### src/rtl/fetch_sequencer_if.sv
// Instruction-memory read port and decode handshake bundle for fetch_sequencer.
// master = sequencer side, slave = memory/decode side.
interface fetch_sequencer_if #(
  parameter int unsigned ADDR_W  = 8,
  parameter int unsigned INSTR_W = 32
);
  logic               im_req;
  logic [ADDR_W-1:0]  im_addr;
  logic [INSTR_W-1:0] im_rdata;
  logic               instr_valid;
  logic               instr_ready;
  logic [INSTR_W-1:0] instr_out;
  logic [ADDR_W-1:0]  instr_pc;

  modport master (
    output im_req, im_addr, instr_valid, instr_out, instr_pc,
    input  im_rdata, instr_ready
  );

  modport slave (
    input  im_req, im_addr, instr_valid, instr_out, instr_pc,
    output im_rdata, instr_ready
  );
endinterface

### src/rtl/fetch_sequencer.sv
// Single-outstanding instruction fetch sequencer: PC, fixed-latency IM read, IR handshake, branch redirect.
// Optional perf counters (fetch_count/flush_count) built when FETCH_PERF_COUNT_EN is defined.
module fetch_sequencer #(
  parameter int unsigned       ADDR_W   = 8,
  parameter int unsigned       INSTR_W  = 32,
  parameter int unsigned       MEM_LAT  = 1,
  parameter logic [ADDR_W-1:0] RESET_PC = '0,
  parameter int unsigned       PC_STEP  = 1
) (
  input  logic              clk,
  input  logic              rst_n,
  input  logic              i_run,
  input  logic              i_branch_valid,
  input  logic [ADDR_W-1:0] i_branch_target,
  fetch_sequencer_if.master bus,
  output logic [ADDR_W-1:0] o_pc_out,
  output logic              o_busy,
  output logic              o_pc_wrap
`ifdef FETCH_PERF_COUNT_EN
  ,
  output logic [15:0]       o_fetch_count,
  output logic [7:0]        o_flush_count
`endif
);

  typedef enum logic [1:0] {IDLE, REQ, WAIT, HOLD} state_t;

  localparam logic [2:0] LAT_LOAD = 3'(MEM_LAT - 1);

  state_t             r_state;
  state_t             w_next_state;
  logic [ADDR_W-1:0]  r_pc;
  logic [INSTR_W-1:0] r_instr;
  logic [ADDR_W-1:0]  r_instr_pc;
  logic               r_valid;
  logic               r_wrap;
  logic [2:0]         r_cnt;
  logic [ADDR_W:0]    w_pc_sum;

  // Extra top bit is the carry out, i.e. the wrap indication.
  assign w_pc_sum = {1'b0, r_pc} + (ADDR_W+1)'(PC_STEP);

  always_ff @(posedge clk or negedge rst_n) begin
    if (!rst_n) r_state <= IDLE;
    else        r_state <= w_next_state;
  end

  always_comb begin
    w_next_state = r_state;
    if (i_branch_valid) begin
      w_next_state = i_run ? REQ : IDLE;
    end else begin
      case (r_state)
        IDLE:    if (i_run) w_next_state = REQ;
        REQ:     w_next_state = WAIT;
        WAIT:    if (r_cnt == '0) w_next_state = HOLD;
        HOLD:    if (bus.instr_ready) w_next_state = i_run ? REQ : IDLE;
        default: w_next_state = IDLE;
      endcase
    end
  end

  always_ff @(posedge clk or negedge rst_n) begin
    if (!rst_n) begin
      r_pc       <= RESET_PC;
      r_instr    <= '0;
      r_instr_pc <= '0;
      r_valid    <= 1'b0;
      r_wrap     <= 1'b0;
      r_cnt      <= '0;
    end else begin
      r_wrap <= 1'b0;
      if (i_branch_valid) begin
        // Redirect wins over capture and accept; any in-flight read is dropped.
        r_pc    <= i_branch_target;
        r_valid <= 1'b0;
        r_cnt   <= '0;
      end else begin
        case (r_state)
          REQ: r_cnt <= LAT_LOAD;
          WAIT: begin
            if (r_cnt == '0) begin
              r_instr    <= bus.im_rdata;
              r_instr_pc <= r_pc;
              r_valid    <= 1'b1;
            end else begin
              r_cnt <= r_cnt - 3'd1;
            end
          end
          HOLD: begin
            if (bus.instr_ready) begin
              r_pc    <= w_pc_sum[ADDR_W-1:0];
              r_wrap  <= w_pc_sum[ADDR_W];
              r_valid <= 1'b0;
            end
          end
          default: ;
        endcase
      end
    end
  end

`ifdef FETCH_PERF_COUNT_EN
  logic [15:0] r_fetch_count;
  logic [7:0]  r_flush_count;

  always_ff @(posedge clk or negedge rst_n) begin
    if (!rst_n) begin
      r_fetch_count <= '0;
      r_flush_count <= '0;
    end else begin
      if (r_valid && bus.instr_ready) r_fetch_count <= r_fetch_count + 16'd1;
      // A HOLD instruction accepted in the redirect cycle is consumed, not flushed.
      if (i_branch_valid && ((r_state == WAIT) || (r_state == HOLD && !bus.instr_ready))
          && (r_flush_count != '1))
        r_flush_count <= r_flush_count + 8'd1;
    end
  end

  assign o_fetch_count = r_fetch_count;
  assign o_flush_count = r_flush_count;
`endif

  assign bus.im_req      = (r_state == REQ);
  assign bus.im_addr     = r_pc;
  assign bus.instr_valid = r_valid;
  assign bus.instr_out   = r_instr;
  assign bus.instr_pc    = r_instr_pc;
  assign o_pc_out        = r_pc;
  assign o_busy          = (r_state != IDLE);
  assign o_pc_wrap       = r_wrap;

endmodule

### src/flat_wrapper.sv
// flat-port wrapper written by rule: the top's interface ports become plain ports
module fetch_sequencer_flat 
#(
  parameter int unsigned       ADDR_W   = 8,
  parameter int unsigned       INSTR_W  = 32,
  parameter int unsigned       MEM_LAT  = 1,
  parameter logic [ADDR_W-1:0] RESET_PC = '0,
  parameter int unsigned       PC_STEP  = 1
)
  (clk, rst_n, i_run, i_branch_valid, i_branch_target, o_pc_out, o_busy, o_pc_wrap, bus_im_req, bus_im_addr, bus_instr_valid, bus_instr_out, bus_instr_pc, bus_im_rdata, bus_instr_ready);
  fetch_sequencer_if #(.ADDR_W(ADDR_W), .INSTR_W(INSTR_W)) bus_i ();
  input  logic clk;
  input  logic rst_n;
  input  logic i_run;
  input  logic i_branch_valid;
  input  logic [ADDR_W-1:0] i_branch_target;
  output logic [ADDR_W-1:0] o_pc_out;
  output logic o_busy;
  output logic o_pc_wrap;
  output wire logic [$bits(bus_i.im_req)-1:0] bus_im_req;
  output wire logic [$bits(bus_i.im_addr)-1:0] bus_im_addr;
  output wire logic [$bits(bus_i.instr_valid)-1:0] bus_instr_valid;
  output wire logic [$bits(bus_i.instr_out)-1:0] bus_instr_out;
  output wire logic [$bits(bus_i.instr_pc)-1:0] bus_instr_pc;
  input wire logic [$bits(bus_i.im_rdata)-1:0] bus_im_rdata;
  input wire logic [$bits(bus_i.instr_ready)-1:0] bus_instr_ready;
  assign bus_im_req = bus_i.im_req;
  assign bus_im_addr = bus_i.im_addr;
  assign bus_instr_valid = bus_i.instr_valid;
  assign bus_instr_out = bus_i.instr_out;
  assign bus_instr_pc = bus_i.instr_pc;
  assign bus_i.im_rdata = bus_im_rdata;
  assign bus_i.instr_ready = bus_instr_ready;
  fetch_sequencer #(.ADDR_W(ADDR_W), .INSTR_W(INSTR_W), .MEM_LAT(MEM_LAT), .RESET_PC(RESET_PC), .PC_STEP(PC_STEP)) u_core (.clk(clk), .rst_n(rst_n), .i_run(i_run), .i_branch_valid(i_branch_valid), .i_branch_target(i_branch_target), .bus(bus_i), .o_pc_out(o_pc_out), .o_busy(o_busy), .o_pc_wrap(o_pc_wrap));
endmodule
### config.mk
export PLATFORM = sky130hd
export DESIGN_NAME = fetch_sequencer_flat
export DESIGN_NICKNAME = d
export VERILOG_FILES = /design/src/rtl/fetch_sequencer_if.sv /design/src/rtl/fetch_sequencer.sv /design/src/flat_wrapper.sv
export SDC_FILE = /design/constraint.sdc
export NUM_CORES = 1
export LEC_CHECK = 0
export ABC_AREA = 1
export BUFFER_PORTS_ARGS = -buffer_cell sky130_fd_sc_hd__clkbuf_2
export CAP_MARGIN = 5
export CORE_UTILIZATION = 50
export CTS_BUF_LIST = sky130_fd_sc_hd__clkbuf_16
export DETAILED_ROUTE_END_ITERATION = 7
export PLACE_DENSITY = 0.9
export SLEW_MARGIN = 20
export SYNTH_ARGS = -nofsm -noshare
export SYNTH_HDL_FRONTEND = slang
export SYNTH_SLANG_ARGS = --single-unit
export TNS_END_PERCENT = 5
### constraint.sdc
create_clock -name clk -period 4.1 [get_ports clk]
set_input_delay 0.205 -clock clk [delete_from_list [all_inputs] [get_ports clk]]
set_output_delay 0.205 -clock clk [all_outputs]
set_load 0.01 [all_outputs]
==> metrics <==
antenna violations before repair 0; post-cts repair resize count 0; clock slew seen by the registers of the worst setup and hold paths 0.07 ns; class of the most critical setup path reg2reg; core area 0.00554 sq mm; deepest clock path buffer count 2; result of the run complete, no violations; Worst setup SP type flop; peak supply drop 0.287 mV; Max Clock Freq 478 MHz; TritonCTS Buffers 5; gate count after technology mapping 303; number of warnings issued by yosys 0; final setup vio count 0; Sw Share 38.6%; end of the worst register-to-register path u_core.bus.instr_out[6]; post-synth design cell area 0.00288 sq mm; depth of the most critical reg-to-reg path 8; power share of the sequential group 41.4%; multiplexer share of the synthesized area 0%; proportion of layout cells with a drive suffix above 1 50.4%; Total Die Area 0.00607 sq mm; Min-Delay Path Class in2async; row count 27; global-route wire length before repair 9160 microns; Sinks on Clock Net 55; Tightest Pin Transition 0.688 ns; final slew viol count 0; worst hold-check slack 0.0412 ns; part of the Yosys area used for sequential elements 47.8%; Post-Synth Simple-Gate Area 19.2%; max-cap check violation count 0; pin count of the biggest net entering global routing 56; synthesis-stage register bit count 55; post-CTS setup buffer count 0; combinational power share 40.3%; DRC errors left 0; CTS Root Cell clkbuf_16; Total Nets Final 450; height of the die 77.9 microns; vias 2,226; xor/xnor cell area share of the yosys netlist 0.304%; reg2reg setup slack 2.01 ns; synthesized-area fraction occupied by adder cells 3.04%; period utilization 51.0%; total number of H-tree levels 2; die boundary width 77.9 microns; average detailed-routed wire length per instance 11.7 microns; ANT cells 0; First DRT Iteration DRCs 115; remaining global-route overflow 0; via/cell ratio 4.73; tightest slew margin relative to the limit 54.1%; Avg Synthesized Cell Area 9.51 sq um; clock skew after layout 0.00387 ns; area added between synthesis and finish 20.7%; Power Density 639 mW/mm^2; weighted congestion reported at the end of routability-driven placement 0.874; critical path data required time 4.27 ns; overall routed net length 5530 microns; half-perimeter wire length after placement 4180 microns; TritonCTS clock tree built; quantity of I/O buffers inserted on ports 104; global-route total usage across every layer 19.1%; leakage power of the design 1.93 nW; worst reg2reg startpoint u_core.r_state[0]; reported net switching power 858 uW; unrepaired setup endpoints after global routing no; distinct cell type count after synthesis 24; DRT antenna net count 0; largest family of logic cells by synthesized area simple AND/OR/NAND/NOR gates; maximum net fanout on the critical path 38; net count after synthesis 355; first-pass iteration count of the detailed router 4; crit path capture type flop; Hold Violations, Final 0; setup TNS 0 ns; power share of the clock group 18.3%; Final min period 2.09 ns; data arrival time of the critical path 2.26 ns; number of hold buffers added after CTS 0; Power Internal 1.37 mW; io pins 105; Skew-Pair Late Insertion Delay 0.29 ns; fraction of the mapped netlist area in compound gates 16.3%; number of global-route vias before repair 2,068; Initial Utilization 52.0%
==> flip-flops by register name (all words and copies together) (netlist names) <==
| signal | cells |
|---|---|
| u_core.bus.instr_out | 32 |
| u_core.bus.im_addr | 8 |
| u_core.bus.instr_pc | 8 |
| u_core.r_cnt | 3 |
| u_core.r_state | 2 |
| u_core.bus.instr_valid | 1 |
| u_core.o_pc_wrap | 1 |
==> worst max-delay path, stage by stage (launching register included) <==
cell	delay, ns
dfrtp_1	0.41
inv_1	0.11
ha_1	0.19
inv_2	0.07
nor2_8	0.10
nand3_4	0.46
buf_4	0.47
nand2_2	0.10
o21ai_2	0.05
==> placed cells by master, fill, tap and decap left out, drive strengths merged <==
cell and n:
clkbuf 109, nand2 83, inv 56, dfrtp 55, o21ai 51, nand3 12, nor2 8, ha 7
o211ai 6, buf 3, nand4 2, clkinv 2, nor3 1, a21oi 1, xnor2 1, a31oi 1
or2 1
==> kinds of logic after synthesis <==
kind of cell | Yosys count
xor+xnor | 1
fa+ha+maj | 7
flops | 55
simple gates | 107
compound gates | 59
buf+inv | 74
==> synth_stat cells <==
cell type	n	area (sq um)
nor3_1	1	5.00
o21ai_0	7	35.0
a21oi_1	1	5.00
nor2_1	7	26.3
buf_6	10	113
o211ai_1	5	37.5
ha_1	7	87.6
buf_4	8	60.1
nand2_1	43	161
buf_2	1	5.00
o21ai_2	41	359
inv_2	3	11.3
nand2_2	40	250
o21ai_1	3	15.0
or2_2	1	6.26
nand3_1	11	55.1
o211ai_2	1	12.5
dfrtp_1	55	1380
nor2_8	1	20.0
a31oi_1	1	6.26
nand4_1	2	12.5
inv_1	52	195
nand3_4	1	17.5
xnor2_1	1	8.76
==> layer usage <==
metal / global-route usage, % / up-vias / share of wire [%]
met3: 3.76 / 4 / 5.2
met2: 33.8 / 77 / 49
met5: 0 / - / 0
li1: - / 1119 / -
met1: 23.6 / 1026 / 45
met4: 5.37 / 0 / 0.69
==> how the worst max path moves through the flow <==
stage / from / to / slack, ns
floorplan: u_core.r_state[0] / u_core.bus.instr_pc[0] / 2.75
global placement: u_core.r_state[0] / u_core.bus.instr_out[18] / 2.06
detailed placement: u_core.r_state[0] / u_core.bus.instr_out[1] / 1.99
CTS: u_core.r_state[0] / u_core.bus.instr_out[3] / 1.98
global route: u_core.r_state[0] / u_core.bus.instr_out[2] / 1.80
finish: u_core.r_state[0] / u_core.bus.instr_out[6] / 2.01
==> cell type report <==
| cell class | count | area (sq um) |
|---|---|---|
| clock buffers | 5 | 125 |
| clock inverters | 3 | 16.3 |
| fillers | 463 | 2060 |
| inverters | 55 | 206 |
| multi-input cells | 174 | 1120 |
| flip-flops and latches | 55 | 1380 |
| well taps | 72 | 90.1 |
| repair buffers | 107 | 543 |
==> metrics by stage <==
stage / power (mW) / setup slack [ns] / std cells / cell area, sq um / utilization, %
floorplan: 1.54 / 2.75 / 303 / 2880 / -
global placement: 1.79 / 2.06 / 463 / 3340 / 60.2
detailed placement: 1.84 / 1.99 / 463 / 3340 / 60.2
CTS: 2.25 / 1.98 / 471 / 3480 / 62.8
global route: 2.38 / 1.80 / 471 / 3480 / 62.8
finish: 2.22 / 2.01 / 471 / 3480 / 62.8
==> power groups by stage <==
stage	Combinational (mW)	Sequential (mW)	Clock, mW
6_report	0.897	0.920	0.406
2_1_floorplan	0.538	0.998	0
3_5_place_dp	0.911	0.929	0
5_1_grt	0.997	0.948	0.433
4_1_cts	0.915	0.920	0.415
3_3_place_gp	0.875	0.919	0
Note: power is estimated with default switching activity, not from simulation.
